===== config.mk =====
export PLATFORM = sky130hd
export DESIGN_NAME = fcs_collector_flat
export DESIGN_NICKNAME = d
export VERILOG_FILES = /design/src/rtl/fcs_collector_if.sv /design/src/rtl/fcs_collector.sv /design/src/flat_wrapper.sv
export SDC_FILE = /design/constraint.sdc
export NUM_CORES = 1
export LEC_CHECK = 0
export CORE_UTILIZATION = 58
export CTS_BUF_LIST = sky130_fd_sc_hd__clkbuf_4 sky130_fd_sc_hd__clkbuf_8
export CTS_CLUSTER_DIAMETER = 40
export CTS_CLUSTER_SIZE = 10
export DETAILED_ROUTE_END_ITERATION = 10
export PLACE_DENSITY = 0.8
export SETUP_SLACK_MARGIN = 0.02
export SYNTH_ARGS = -nofsm -noshare
export SYNTH_HDL_FRONTEND = slang
export SYNTH_SLANG_ARGS = --single-unit

===== constraint.sdc =====
create_clock -name CLK -period 9.5 [get_ports CLK]
set_input_delay 2.375 -clock CLK [delete_from_list [all_inputs] [get_ports CLK]]
set_output_delay 2.375 -clock CLK [all_outputs]
set_load 0.1 [all_outputs]

===== src/rtl/fcs_collector_if.sv =====
// Bundles the serial FCS input stream and the parallel word output
// handshake of the FCS collector into one connection.
interface fcs_collector_if #(
   parameter int REM_WIDTH = 16
);
   logic                 Ser_In;
   logic                 Ser_Valid;
   logic                 Ser_Done;
   logic [REM_WIDTH-1:0] FCS_Word;
   logic                 Word_Valid;
   logic                 Word_Ready;
   logic                 Len_Err;
   logic                 Overrun;
   logic                 Busy;

   // Producer/consumer side: drives the serial burst and the ready signal
   modport master (
      output Ser_In, Ser_Valid, Ser_Done, Word_Ready,
      input  FCS_Word, Word_Valid, Len_Err, Overrun, Busy
   );

   // Collector side
   modport slave (
      input  Ser_In, Ser_Valid, Ser_Done, Word_Ready,
      output FCS_Word, Word_Valid, Len_Err, Overrun, Busy
   );
endinterface


===== src/rtl/fcs_collector.sv =====
// FCS collector: deserialises an MSB-first FCS bit burst into a parallel
// word, checks the burst length, and buffers completed words in a small
// FIFO with a valid/ready output handshake.
module fcs_collector #(
   parameter int REM_WIDTH  = 16,
   parameter int FIFO_DEPTH = 2
) (
   input logic            CLK,
   input logic            RST,
   fcs_collector_if.slave bus
);
   localparam int CW = $clog2(REM_WIDTH + 1);
   localparam int IW = (REM_WIDTH > 1) ? $clog2(REM_WIDTH) : 1;
   localparam int AW = $clog2(FIFO_DEPTH);
   localparam logic [CW-1:0] FULL_COUNT = CW'(REM_WIDTH);
   localparam logic [CW-1:0] COUNT_ONE  = CW'(1);
   localparam logic [IW-1:0] TOP_BIT    = IW'(REM_WIDTH - 1);
   localparam logic [AW:0]   PTR_ONE    = (AW+1)'(1);

   typedef enum logic [1:0] {
      IDLE,
      SHIFT,
      WAIT_DONE
   } state_t;

   state_t               state_q, state_d;
   logic [CW-1:0]        bitCount_q, bitCount_d, countNext;
   logic [REM_WIDTH-1:0] shiftReg_q, shiftReg_d;
   logic [IW-1:0]        bitIdx;
   logic                 wordDone, lenErrSet;
   logic                 lenErr_q, overrun_q;

   logic [REM_WIDTH-1:0] mem_q [FIFO_DEPTH];
   logic [AW:0]          wrPtr_q, rdPtr_q;
   logic                 fifoEmpty, fifoFull, doPush, doPop;

   // Burst FSM: places each valid bit, tracks length, decides complete/error
   always_comb begin
      state_d    = state_q;
      bitCount_d = bitCount_q;
      shiftReg_d = shiftReg_q;
      countNext  = bitCount_q;
      wordDone   = 1'b0;
      lenErrSet  = 1'b0;
      bitIdx     = TOP_BIT - bitCount_q[IW-1:0];
      case (state_q)
         IDLE, SHIFT: begin
            if (bus.Ser_Valid) begin
               if (state_q == IDLE) begin
                  shiftReg_d                = '0;
                  shiftReg_d[REM_WIDTH-1]   = bus.Ser_In;
                  countNext                 = COUNT_ONE;
               end else begin
                  shiftReg_d[bitIdx] = bus.Ser_In;
                  countNext          = bitCount_q + COUNT_ONE;
               end
            end
            if (countNext == FULL_COUNT) begin
               if (bus.Ser_Done) begin
                  wordDone   = 1'b1;
                  state_d    = IDLE;
                  bitCount_d = '0;
               end else begin
                  state_d    = WAIT_DONE;
                  bitCount_d = countNext;
               end
            end else if (bus.Ser_Done) begin
               lenErrSet  = 1'b1;
               state_d    = IDLE;
               bitCount_d = '0;
            end else begin
               bitCount_d = countNext;
               if (bus.Ser_Valid) begin
                  state_d = SHIFT;
               end
            end
         end
         WAIT_DONE: begin
            if (bus.Ser_Valid) begin
               lenErrSet  = 1'b1;
               state_d    = IDLE;
               bitCount_d = '0;
            end else if (bus.Ser_Done) begin
               wordDone   = 1'b1;
               state_d    = IDLE;
               bitCount_d = '0;
            end
         end
         default: begin
            state_d    = IDLE;
            bitCount_d = '0;
         end
      endcase
   end

   assign fifoEmpty = (wrPtr_q == rdPtr_q);
   assign fifoFull  = (wrPtr_q[AW] != rdPtr_q[AW]) &&
                      (wrPtr_q[AW-1:0] == rdPtr_q[AW-1:0]);
   assign doPop     = !fifoEmpty && bus.Word_Ready;
   assign doPush    = wordDone && (!fifoFull || doPop);

   // Collector state, FIFO pointers and the one-cycle status pulses
   always_ff @(posedge CLK or posedge RST) begin
      if (RST) begin
         state_q    <= IDLE;
         bitCount_q <= '0;
         shiftReg_q <= '0;
         lenErr_q   <= 1'b0;
         overrun_q  <= 1'b0;
         wrPtr_q    <= '0;
         rdPtr_q    <= '0;
      end else begin
         state_q    <= state_d;
         bitCount_q <= bitCount_d;
         shiftReg_q <= shiftReg_d;
         lenErr_q   <= lenErrSet;
         overrun_q  <= wordDone && fifoFull && !doPop;
         if (doPush) begin
            wrPtr_q <= wrPtr_q + PTR_ONE;
         end
         if (doPop) begin
            rdPtr_q <= rdPtr_q + PTR_ONE;
         end
      end
   end

   // FIFO storage; contents are only visible through the pointers
   always_ff @(posedge CLK) begin
      if (doPush) begin
         mem_q[wrPtr_q[AW-1:0]] <= shiftReg_d;
      end
   end

   assign bus.FCS_Word   = fifoEmpty ? '0 : mem_q[rdPtr_q[AW-1:0]];
   assign bus.Word_Valid = !fifoEmpty;
   assign bus.Len_Err    = lenErr_q;
   assign bus.Overrun    = overrun_q;
   assign bus.Busy       = (state_q != IDLE);
endmodule


===== src/flat_wrapper.sv =====
// flat-port wrapper written by rule: the top's interface ports become plain ports
module fcs_collector_flat 
#(
   parameter int REM_WIDTH  = 16,
   parameter int FIFO_DEPTH = 2
)
  (CLK, RST, bus_Ser_In, bus_Ser_Valid, bus_Ser_Done, bus_Word_Ready, bus_FCS_Word, bus_Word_Valid, bus_Len_Err, bus_Overrun, bus_Busy);
  fcs_collector_if #(.REM_WIDTH(REM_WIDTH)) bus_i ();
  input logic CLK;
  input logic RST;
  input wire logic [$bits(bus_i.Ser_In)-1:0] bus_Ser_In;
  input wire logic [$bits(bus_i.Ser_Valid)-1:0] bus_Ser_Valid;
  input wire logic [$bits(bus_i.Ser_Done)-1:0] bus_Ser_Done;
  input wire logic [$bits(bus_i.Word_Ready)-1:0] bus_Word_Ready;
  output wire logic [$bits(bus_i.FCS_Word)-1:0] bus_FCS_Word;
  output wire logic [$bits(bus_i.Word_Valid)-1:0] bus_Word_Valid;
  output wire logic [$bits(bus_i.Len_Err)-1:0] bus_Len_Err;
  output wire logic [$bits(bus_i.Overrun)-1:0] bus_Overrun;
  output wire logic [$bits(bus_i.Busy)-1:0] bus_Busy;
  assign bus_i.Ser_In = bus_Ser_In;
  assign bus_i.Ser_Valid = bus_Ser_Valid;
  assign bus_i.Ser_Done = bus_Ser_Done;
  assign bus_i.Word_Ready = bus_Word_Ready;
  assign bus_FCS_Word = bus_i.FCS_Word;
  assign bus_Word_Valid = bus_i.Word_Valid;
  assign bus_Len_Err = bus_i.Len_Err;
  assign bus_Overrun = bus_i.Overrun;
  assign bus_Busy = bus_i.Busy;
  fcs_collector #(.REM_WIDTH(REM_WIDTH), .FIFO_DEPTH(FIFO_DEPTH)) u_core (.CLK(CLK), .RST(RST), .bus(bus_i));
endmodule

==> results of run 1 <==
## stage by stage
| stage | total power (W) | hold WS [ns] | area, um2 | utilization | std cells |
|---|---|---|---|---|---|
| 2_1_floorplan | 0.0007186 | 0.4619 | 2831 | - | 229 |
| 3_3_place_gp | 0.0008136 | 0.4813 | 3126 | 0.6617 | 311 |
| 3_5_place_dp | 0.0008206 | 0.4816 | 3126 | 0.6617 | 311 |
| 4_1_cts | 0.001079 | 0.4935 | 3354 | 0.7102 | 327 |
| 5_1_grt | 0.001105 | 0.5044 | 3354 | 0.7102 | 327 |
| 6_report | 0.001073 | 0.4895 | 3354 | 0.7102 | 327 |
## cells by family after synthesis
logic type	after synthesis
compound gates	32
xor+xnor	7
fa+ha+maj	4
buf+inv	20
flops	61
mux	33
simple gates	72
## report_power, final
group	switching, W	leakage [nW]	total, W	internal, W
sequential	0.0000266	0.686	0.000310	0.000283
clock	0.0000970	0.120	0.000261	0.000164
combinational	0.000385	0.583	0.000502	0.000117
total	0.000509	1.39	0.00107	0.000565
## metal layers
metal	vias up	track usage	routed length (um)
met5	-	0	0
met4	0	0.1285	125
met3	12	0.05907	175
met2	42	0.3742	2599
met1	909	0.2964	2365
li1	879	-	-
## synthesized netlist by cell type, drive strengths merged
library cell and number:
ha 4, a21oi 9, a21o 1, buf 7, nor2 22, nor3 4, nor2b 1, o41a 1
nand2b 3, nor3b 3, and3 1, nor4 3, nand3 6, and2b 1, xor2 3, and2 3
a31oi 1, nand4 1, nand2 23, inv 8, nor4b 1, a22o 14, edfxtp 32, o21ai 5
xnor2 4, clkbuf 5, mux2 15, mux2i 18, dfrtp 29, o311a 1
## placed cells by master (no fill, tap or decap), types with 4 or more instances in the layout
| master | n |
|---|---|
| sky130_fd_sc_hd__ha_1 | 4 |
| sky130_fd_sc_hd__clkdlybuf4s50_1 | 25 |
| sky130_fd_sc_hd__nor3_1 | 4 |
| sky130_fd_sc_hd__edfxtp_1 | 32 |
| sky130_fd_sc_hd__nor2_1 | 20 |
| sky130_fd_sc_hd__nand3_1 | 5 |
| sky130_fd_sc_hd__a21oi_1 | 9 |
| sky130_fd_sc_hd__mux2i_1 | 18 |
| sky130_fd_sc_hd__o21ai_0 | 5 |
| sky130_fd_sc_hd__xnor2_1 | 4 |
| sky130_fd_sc_hd__dfrtp_1 | 29 |
| sky130_fd_sc_hd__inv_1 | 8 |
| sky130_fd_sc_hd__nand2_1 | 23 |
| sky130_fd_sc_hd__a22o_1 | 14 |
| sky130_fd_sc_hd__mux2_2 | 15 |
| sky130_fd_sc_hd__clkbuf_8 | 11 |
## worst max path at each step
stage                             startpoint                            end  cells after the start
4_1_cts        u_core.rdPtr_q[0]$_DFFE_PP0P_               bus_FCS_Word[11]                      5
2_1_floorplan                  bus_Ser_Valid   u_core.mem_q[0][0]$_DFFE_PP_                      5
3_5_place_dp                   bus_Ser_Valid  u_core.mem_q[1][12]$_DFFE_PP_                      6
6_report       u_core.rdPtr_q[0]$_DFFE_PP0P_               bus_FCS_Word[11]                      5
5_1_grt        u_core.rdPtr_q[0]$_DFFE_PP0P_                bus_FCS_Word[3]                      5
3_3_place_gp                   bus_Ser_Valid  u_core.mem_q[1][10]$_DFFE_PP_                      6
## final cells by class
| cell class | instances | area, um2 | share of cell area |
|---|---|---|---|
| Multi-Input combinational cell | 148 | 1060 | 0.3159 |
| Clock inverter | 4 | 70.07 | 0.02089 |
| Clock buffer | 12 | 158.9 | 0.04737 |
| Tap cell | 67 | 83.83 | 0.02499 |
| Timing Repair Buffer | 27 | 265.3 | 0.07907 |
| Sequential cell | 61 | 1687 | 0.5028 |
| Inverter | 8 | 30.03 | 0.008952 |
## worst max-delay path, stage by stage, from the launching register on
cell                              delay (ns)
sky130_fd_sc_hd__dfrtp_1                1.02
sky130_fd_sc_hd__xor2_1                 0.23
sky130_fd_sc_hd__inv_1                  0.05
sky130_fd_sc_hd__and2_1                 0.35
sky130_fd_sc_hd__nor2_1                 0.18
sky130_fd_sc_hd__clkdlybuf4s50_1        1.16
## registers in the layout (all words and copies together), names as in the netlist
register	flops
u_core.bus.Overrun	1
u_core.mem_q	32
u_core.shiftReg_q	16
u_core.bus.Len_Err	1
u_core.state_q	2
u_core.bitCount_q	5
u_core.wrPtr_q	2
u_core.rdPtr_q	2
==> flow_metrics.env, run 1 <==
export IMPL_dieArea_mm2=0.005165
export IMPL_rsz0062_at_grt="no"
export IMPL_cts_root_buf="sky130_fd_sc_hd__clkbuf_8"
export IMPL_synth_distinct_cells=36
export IMPL_die_outline_width_um=71.87
export IMPL_antenna_cells=0
export IMPL_number_of_buffers_created_by_cts=9
export IMPL_syn_instance_count=229
export IMPL_period_share=0.6020
export IMPL_hold_path_class="reg2reg"
export IMPL_synth_warnings=0
export IMPL_h_tree_level_count=3
export IMPL_slew_headroom=0.2060
export IMPL_grt_total_usage=0.2348
export IMPL_timing_setup_critical_path_class="reg2out"
export IMPL_holdBufCountCts=0
export IMPL_timing_hold_violations_final=0
export IMPL_post_route_worst_setup_slack_ns=3.781
export IMPL_timing_rr_start="u_core.state_q[0]$_DFFE_PP0P_"
export IMPL_grt_overflow_total=0
export IMPL_yosys_area_share_simple=0.1290
export IMPL_synth_seq_area_share=0.5957
export IMPL_final_max_slew_violation_count=0
export IMPL_synth_area_leaders="sky130_fd_sc_hd__edfxtp_1 34%, sky130_fd_sc_hd__dfrtp_1 26%, sky130_fd_sc_hd__mux2i_1 6.4%"
export IMPL_grt_first_pass_wirelength_um=8763
export IMPL_detail_route_drc_violations=0
export IMPL_tritoncts="done"
export IMPL_start_util=0.5995
export IMPL_tightestPinTransition_ns=1.186
export IMPL_synth_xor_area_share=0.02165
export IMPL_finClkSkew_ns=0.006439
export IMPL_average_cell_area_after_synthesis_um2=12.36
export IMPL_clk_path_buf_depth=2
export IMPL_critPathRequiredTime_ns=7.13
export IMPL_floorplan_core_area_mm2=0.004723
export IMPL_regToRegEndpoint="u_core.mem_q[1][8]$_DFFE_PP_"
export IMPL_post_drt_via_cell_ratio=5.633
export IMPL_mappedNetlistArea_mm2=0.002831
export IMPL_pin_count_of_the_biggest_net_entering_global_routing=30
export IMPL_route_detailed_wl_per_inst_um=16.10
export IMPL_synth_top_area_frac=0.3394
export IMPL_fmax_ghz=0.1748
export IMPL_final_antenna_violating_net_count=0
export IMPL_run_status="finished clean"
export IMPL_combinational_family_with_the_most_area_after_synthesis="simple AND/OR/NAND/NOR gates"
export IMPL_timing_hold_worst_endpoint="u_core.wrPtr_q[1]$_DFFE_PP0P_"
export IMPL_pre_cts_slack_ns=3.896
export IMPL_yosys_area_top_type="sky130_fd_sc_hd__edfxtp_1"
export IMPL_place_congestion=0.8770
export IMPL_dieHeight_um=71.87
export IMPL_place_port_buffers=25
export IMPL_setup_crit_end_kind="output port"
export IMPL_share_of_cell_area_taken_by_muxes_after_synthesis=0.1233
export IMPL_setup_tns_final_ns=0
export IMPL_synthesized_nets=239
export IMPL_whs_path_depth=1
export IMPL_std_cell_rows=25
export IMPL_max_vdd_ir_drop_uv=202.0
export IMPL_depth_of_the_worst_register_to_register_path=5
export IMPL_report_final_setup_viol=0
export IMPL_total_wirelength_of_the_detailed_routed_design_um=5265
export IMPL_synth_compound_area_share=0.08042
export IMPL_place_hpwl_um=3308
export IMPL_worst_hold_startpoint="u_core.wrPtr_q[1]$_DFFE_PP0P_"
export IMPL_boundaryPins=26
export IMPL_cap_violations=0
export IMPL_worst_endpoint_arrival_ns=3.34
export IMPL_cts_sink_cnt=61
export IMPL_critical_path_max_fanout=19
export IMPL_post_cts_buffers=0
export IMPL_setup_worst_path_start_class="register"
export IMPL_insertion_delay_ns=0.34
export IMPL_grt_antenna_before_repair=0
export IMPL_fill_cells=331
export IMPL_clkTransAtPathRegs_ns=0.06
export IMPL_layout_nets=265
export IMPL_synthToLayoutAreaGrowth_pct=18.47
export IMPL_reg2reg_slack_ns=6.19
export IMPL_drt_pre_antenna_iters=4
export IMPL_post_synthesis_adder_cell_area_fraction=0.01768
export IMPL_static_leakage_power_nw=1.388
export IMPL_synth_ff_latch_count=61
export IMPL_dr_total_vias=1842
export IMPL_drt_iter0_markers=133
export IMPL_min_clock_period_post_route_ns=5.719
export IMPL_first_global_vias=1801
export IMPL_p_per_area_mw_per_mm2=320.0
export IMPL_layout_drive_gt1_share=0.1577
export IMPL_ctsResizeCount=0
(Power assumes the default switching activity.)
==> inputs of run 2 (changes only) <==
--- a/config.mk
+++ b/config.mk
@@ -5,12 +5,12 @@
 export SDC_FILE = /design/constraint.sdc
 export NUM_CORES = 1
 export LEC_CHECK = 0
-export CORE_UTILIZATION = 58
+export CORE_UTILIZATION = 53
 export CTS_BUF_LIST = sky130_fd_sc_hd__clkbuf_4 sky130_fd_sc_hd__clkbuf_8
 export CTS_CLUSTER_DIAMETER = 40
 export CTS_CLUSTER_SIZE = 10
 export DETAILED_ROUTE_END_ITERATION = 10
-export PLACE_DENSITY = 0.8
+export PLACE_DENSITY = 0.77
 export SETUP_SLACK_MARGIN = 0.02
 export SYNTH_ARGS = -nofsm -noshare
 export SYNTH_HDL_FRONTEND = slang
==> constraint.sdc (replaced) <==
create_clock -name CLK -period 4.8 [get_ports CLK]
set_input_delay 1.2 -clock CLK [delete_from_list [all_inputs] [get_ports CLK]]
set_output_delay 1.2 -clock CLK [all_outputs]
set_load 0.1 [all_outputs]
==> run 2 against run 1 <==
First-iteration DRC count fell by 26%. Largest cell class unchanged. Critical endpoint is now bus_Busy. Highest routed layer unchanged. Combinational power rose by 99%. Non-clock buffer count rose by 2. Worst setup slack got worse by 2.8 ns. Critical path type unchanged. Via count fell by 2.8%. Final cell count rose by 1.5%. Sequential share of layout area rose by 0.67 points.
==> flow_metrics.env, run 2 (same netlist as run 1, synthesis figures left out) <==
export IMPL_run_status="finished clean"
export IMPL_final_max_slew_violation_count=0
export IMPL_fill_cells=419
export IMPL_number_of_buffers_created_by_cts=9
export IMPL_timing_hold_violations_final=0
export IMPL_critical_path_max_fanout=24
export IMPL_antenna_cells=0
export IMPL_first_global_vias=1742
export IMPL_timing_hold_worst_endpoint="u_core.rdPtr_q[1]$_DFFE_PP0P_"
export IMPL_place_hpwl_um=3200
export IMPL_finClkSkew_ns=0.004047
export IMPL_cts_sink_cnt=61
export IMPL_grt_first_pass_wirelength_um=8259
export IMPL_setup_tns_final_ns=0
export IMPL_grt_total_usage=0.2061
export IMPL_layout_drive_gt1_share=0.2214
export IMPL_start_util=0.5509
export IMPL_tightestPinTransition_ns=0.9710
export IMPL_drt_iter0_markers=99
export IMPL_insertion_delay_ns=0.33
export IMPL_reg2reg_slack_ns=2.06
export IMPL_max_stage_delay_ns=1.13
export IMPL_place_port_buffers=25
export IMPL_holdBufCountCts=0
export IMPL_grt_antenna_before_repair=0
export IMPL_min_clock_period_post_route_ns=3.771
export IMPL_clkTransAtPathRegs_ns=0.06
export IMPL_route_detailed_wl_per_inst_um=14.91
export IMPL_placedCellCount=316
export IMPL_slowest_stage="sky130_fd_sc_hd__clkdlybuf4s50_1"
export IMPL_post_place_instance_area_mm2=0.003102
export IMPL_regToRegEndpoint="u_core.mem_q[1][14]$_DFFE_PP_"
export IMPL_depth_of_the_worst_register_to_register_path=6
export IMPL_worst_hold_startpoint="u_core.rdPtr_q[1]$_DFFE_PP0P_"
export IMPL_tritoncts="done"
export IMPL_layout_cells_most_common_list="32 x sky130_fd_sc_hd__edfxtp_1, 29 x sky130_fd_sc_hd__dfrtp_1, 23 x sky130_fd_sc_hd__nand2_1"
export IMPL_report_final_setup_viol=0
export IMPL_final_cell_count_no_fill=332
export IMPL_clk_path_buf_depth=2
export IMPL_rsz0062_at_grt="no"
export IMPL_largest_register_ff_count=32
export IMPL_post_drt_via_cell_ratio=5.395
export IMPL_synthToLayoutAreaGrowth_pct=16.92
export IMPL_cap_violations=0
export IMPL_pin_count_of_the_biggest_net_entering_global_routing=30
export IMPL_place_congestion=0.8476
export IMPL_detail_route_drc_violations=0
export IMPL_total_wirelength_of_the_detailed_routed_design_um=4950
export IMPL_fin_area_mm2=0.003311
export IMPL_floorplan_core_area_mm2=0.005140
export IMPL_hold_path_class="reg2reg"
export IMPL_drt_pre_antenna_iters=4
export IMPL_boundaryPins=26
export IMPL_slew_headroom=0.3506
export IMPL_layout_nets=267
export IMPL_post_cts_buffers=0
export IMPL_critPathRequiredTime_ns=3.60
export IMPL_die_outline_width_um=75.09
export IMPL_std_cell_rows=26
export IMPL_timing_rr_start="u_core.state_q[0]$_DFFE_PP0P_"
export IMPL_p_per_area_mw_per_mm2=621.2
export IMPL_setup_worst_path_start_class="register"
export IMPL_whs_path_depth=1
export IMPL_h_tree_level_count=3
export IMPL_grt_overflow_total=0
export IMPL_dr_total_vias=1791
export IMPL_period_share=0.7857
export IMPL_setup_crit_end_kind="output port"
export IMPL_whs_ns=0.5010
export IMPL_worst_endpoint_arrival_ns=2.57
export IMPL_final_common_cell="sky130_fd_sc_hd__edfxtp_1"
export IMPL_cp_cell_sequence="nor2_2, inv_1, clkdlybuf4s50_1"
export IMPL_fmax_ghz=0.2652
export IMPL_cts_root_buf="sky130_fd_sc_hd__clkbuf_8"
export IMPL_dieArea_mm2=0.005639
export IMPL_dieHeight_um=75.09
export IMPL_final_antenna_violating_net_count=0
export IMPL_ctsResizeCount=0
export IMPL_static_leakage_power_nw=1.407
export IMPL_max_vdd_ir_drop_uv=401.2
export IMPL_timing_setup_critical_path_class="reg2out"
-- run 2: cell count changes in the layout (fill, tap and decap cells not counted), sizes merged --
| cell | change |
|---|---|
| clkinv | +2 |
| clkbuf | -2 |
| clkdlybuf4s50 | -17 |
| buf | +19 |
-- run 2: layout make-up --
| class | instances | area, um2 | area share |
|---|---|---|---|
| inverter | 8 | 30.03 | 0.009070 |
| multi-input combinational | 148 | 1060 | 0.3201 |
| tap | 70 | 87.58 | 0.02645 |
| clock buffer | 10 | 131.4 | 0.03968 |
| timing repair buffer | 29 | 237.7 | 0.07181 |
| sequential | 61 | 1687 | 0.5094 |
| clock inverter | 6 | 77.57 | 0.02343 |
-- run 2: worst max-delay path by stage --
| stage | from | to | slack (ns) |
|---|---|---|---|
| 6_report | u_core.state_q[0]$_DFFE_PP0P_ | bus_Busy | 1.03 |
| 5_1_grt | u_core.state_q[0]$_DFFE_PP0P_ | bus_Busy | 0.90 |
| 4_1_cts | u_core.state_q[0]$_DFFE_PP0P_ | bus_Busy | 1.0 |
| 3_5_place_dp | bus_Ser_Valid | u_core.mem_q[1][12]$_DFFE_PP_ | 0.93 |
| 3_3_place_gp | bus_Ser_Valid | u_core.mem_q[1][9]$_DFFE_PP_ | 1.03 |
| 2_1_floorplan | bus_Ser_Valid | u_core.mem_q[0][0]$_DFFE_PP_ | 0.58 |
-- run 2: metal layers --
layer / wire length (um) / track usage / up-vias / part of all wire
met4: 123 / 0.1216 / 0 / 0.025
met2: 2328 / 0.3163 / 37 / 0.47
met5: 0 / 0 / - / 0
met1: 2350 / 0.2714 / 868 / 0.47
li1: - / - / 877 / -
met3: 148 / 0.04418 / 9 / 0.030
-- run 2: metrics by stage --
step / worst slack, ns / total power [W] / util
final: 1.029 / 0.002057 / 0.6441
after global routing: 0.9047 / 0.002136 / 0.6441
after CTS: 0.9952 / 0.002073 / 0.6441
after detailed placement: 0.9348 / 0.001596 / 0.6035
after global placement: 1.034 / 0.001589 / 0.6035
after floorplan: 0.5787 / 0.001422 / -
-- run 2: critical path, delay by kind of cell (launching register included) --
kind	cells	cell delay, ns
buffers and inverters	2	1.24
and+or+nand+nor	1	0.16
DFF	1	0.83
-- run 2: where the power goes --
group          leakage, nW  switching (W)  internal, W
Sequential           0.686      0.0000154     0.000562
Combinational        0.612       0.000799     0.000204
Clock                0.109       0.000184     0.000292
Total                 1.41       0.000998      0.00106
==> inputs of run 3 (changes only) <==
==> constraint.sdc (replaced) <==
create_clock -name CLK -period 3.35 [get_ports CLK]
set_input_delay 0.8375 -clock CLK [delete_from_list [all_inputs] [get_ports CLK]]
set_output_delay 0.8375 -clock CLK [all_outputs]
set_load 0.1 [all_outputs]
==> run 3 against run 2 <==
Via count increased by 2.6%. Clock power grew 65%. Clock skew grew 0.0028 ns. Cell area grew 8.4%. Global-route usage rose by 1.2 points. Sequential cell count did not move. Worst hold slack improved by 0.00076 ns. Total power grew 67%. Worst setup slack lost 0.71 ns. Die area unchanged. Non-clock buffer count increased by 3. Final cell count increased by 0.90%.
==> flow_metrics.env, run 3 (same netlist as run 1, synthesis figures left out) <==
export IMPL_slew_headroom=0.5005
export IMPL_tightestPinTransition_ns=0.7415
export IMPL_antenna_cells=0
export IMPL_layout_cells_most_common_list="32 x sky130_fd_sc_hd__edfxtp_1, 29 x sky130_fd_sc_hd__dfrtp_1, 23 x sky130_fd_sc_hd__nand2_1"
export IMPL_number_of_buffers_created_by_cts=9
export IMPL_synthToLayoutAreaGrowth_pct=26.73
export IMPL_post_route_worst_setup_slack_ns=0.3168
export IMPL_grt_antenna_before_repair=0
export IMPL_static_leakage_power_nw=1.514
export IMPL_critPathRequiredTime_ns=3.36
export IMPL_timing_setup_critical_path_class="in2reg"
export IMPL_final_common_cell="sky130_fd_sc_hd__edfxtp_1"
export IMPL_grt_total_usage=0.2177
export IMPL_place_port_buffers=25
export IMPL_dr_total_vias=1838
export IMPL_total_wirelength_of_the_detailed_routed_design_um=5224
export IMPL_slowest_stage="sky130_fd_sc_hd__clkdlybuf4s50_1"
export IMPL_largest_register_ff_count=32
export IMPL_cap_violations=0
export IMPL_final_antenna_violating_net_count=0
export IMPL_start_util=0.5509
export IMPL_fmax_ghz=0.3297
export IMPL_report_final_setup_viol=0
export IMPL_floorplan_core_area_mm2=0.005140
export IMPL_cts_sink_cnt=61
export IMPL_place_hpwl_um=3412
export IMPL_run_status="finished clean"
export IMPL_die_outline_width_um=75.09
export IMPL_cts_root_buf="sky130_fd_sc_hd__clkbuf_8"
export IMPL_grt_first_pass_wirelength_um=8804
export IMPL_timing_hold_violations_final=0
export IMPL_p_per_area_mw_per_mm2=955.6
export IMPL_final_max_slew_violation_count=0
export IMPL_layout_drive_gt1_share=0.2491
export IMPL_layout_nets=270
export IMPL_boundaryPins=26
export IMPL_post_cts_buffers=0
export IMPL_cpLargestDelayFamily="buffers and inverters"
export IMPL_setup_worst_path_start_class="input port"
export IMPL_drt_pre_antenna_iters=4
export IMPL_first_global_vias=1904
export IMPL_holdBufCountCts=0
export IMPL_max_vdd_ir_drop_uv=647.5
export IMPL_grt_overflow_total=0
export IMPL_max_stage_delay_ns=0.68
export IMPL_dieHeight_um=75.09
export IMPL_std_cell_rows=26
export IMPL_worst_endpoint_arrival_ns=3.05
export IMPL_hold_path_class="reg2reg"
export IMPL_clk_path_buf_depth=2
export IMPL_ctsResizeCount=0
export IMPL_route_detailed_wl_per_inst_um=15.59
export IMPL_pin_count_of_the_biggest_net_entering_global_routing=30
export IMPL_drt_iter0_markers=49
export IMPL_detail_route_drc_violations=0
export IMPL_insertion_delay_ns=0.33
export IMPL_post_drt_via_cell_ratio=5.487
export IMPL_period_share=0.9054
export IMPL_critical_path_max_fanout=16
export IMPL_finClkSkew_ns=0.006805
export IMPL_cp_cell_sequence="clkdlybuf4s50_1, nand2_1, nor3_1, nor2_2, o41a_1, nor4_2, buf_4"
export IMPL_place_congestion=0.8597
export IMPL_setup_crit_end_kind="register"
export IMPL_worst_path_buf_inv=2
export IMPL_clkTransAtPathRegs_ns=0.07
export IMPL_h_tree_level_count=3
export IMPL_min_clock_period_post_route_ns=3.033
export IMPL_report_power_total_w=0.003429
export IMPL_tritoncts="done"
export IMPL_rsz0062_at_grt="no"
export IMPL_pre_cts_slack_ns=0.01814
export IMPL_dieArea_mm2=0.005639
[run 3: cell count changes in the layout (fill, tap and decap cells not counted), sizes merged]
cell / change
inv: +1
clkinvlp: +1
buf: +6
bufinv: +1
clkinv: -3
clkdlybuf4s50: -3
[run 3: worst paths after layout]
path | endpoint | slack, ns | start | cells past startpoint
worst min-delay path | u_core.wrPtr_q[1]$_DFFE_PP0P_ | 0.50 | u_core.wrPtr_q[1]$_DFFE_PP0P_ | 1
max in group asynchronous | u_core.shiftReg_q[13]$_DFF_PP0_ | 2.21 | RST | 3
min in group asynchronous | u_core.rdPtr_q[0]$_DFFE_PP0P_ | 0.87 | RST | 3
worst max-delay path | u_core.mem_q[0][13]$_DFFE_PP_ | 0.32 | bus_Ser_Valid | 7
worst max register to register | u_core.mem_q[0][13]$_DFFE_PP_ | 0.65 | u_core.bitCount_q[0]$_DFFE_PP0P_ | 7
worst min register to register | u_core.wrPtr_q[1]$_DFFE_PP0P_ | 0.50 | u_core.wrPtr_q[1]$_DFFE_PP0P_ | 1
[run 3: power by group]
group | switching (W) | total, W | internal (W)
clock network | 0.000274 | 0.000787 | 0.000513
registers | 0.0000168 | 0.000822 | 0.000805
logic | 0.00123 | 0.00182 | 0.000594
[run 3: area by class of cell]
type | instances | area (um2)
sequential | 61 | 1687
fill | 383 | 1551
multi-input combinational | 148 | 1060
timing repair buffer | 32 | 478.0
clock buffer | 10 | 137.6
clock inverter | 6 | 108.9
tap | 70 | 87.58
inverter | 8 | 30.03
[run 3: metal layers]
metal  up-vias  part of all wire  GRT usage
met5         -                 0          0
li1        888                 -          -
met2        42              0.51     0.3654
met1       899              0.42     0.2592
met4         0             0.021     0.1090
met3         9             0.044    0.05890
[run 3: per-stage QoR]
stage | cell area (um2) | hold slack, ns | setup TNS (ns) | utilization | instances
after floorplan | 2838 | 0.4619 | -0.4013 | - | 229
after global placement | 3342 | 0.4836 | 0 | 0.6502 | 319
after detailed placement | 3342 | 0.4837 | 0 | 0.6502 | 319
after CTS | 3588 | 0.5012 | 0 | 0.6982 | 335
after global routing | 3588 | 0.5330 | 0 | 0.6982 | 335
final | 3588 | 0.5018 | 0 | 0.6982 | 335
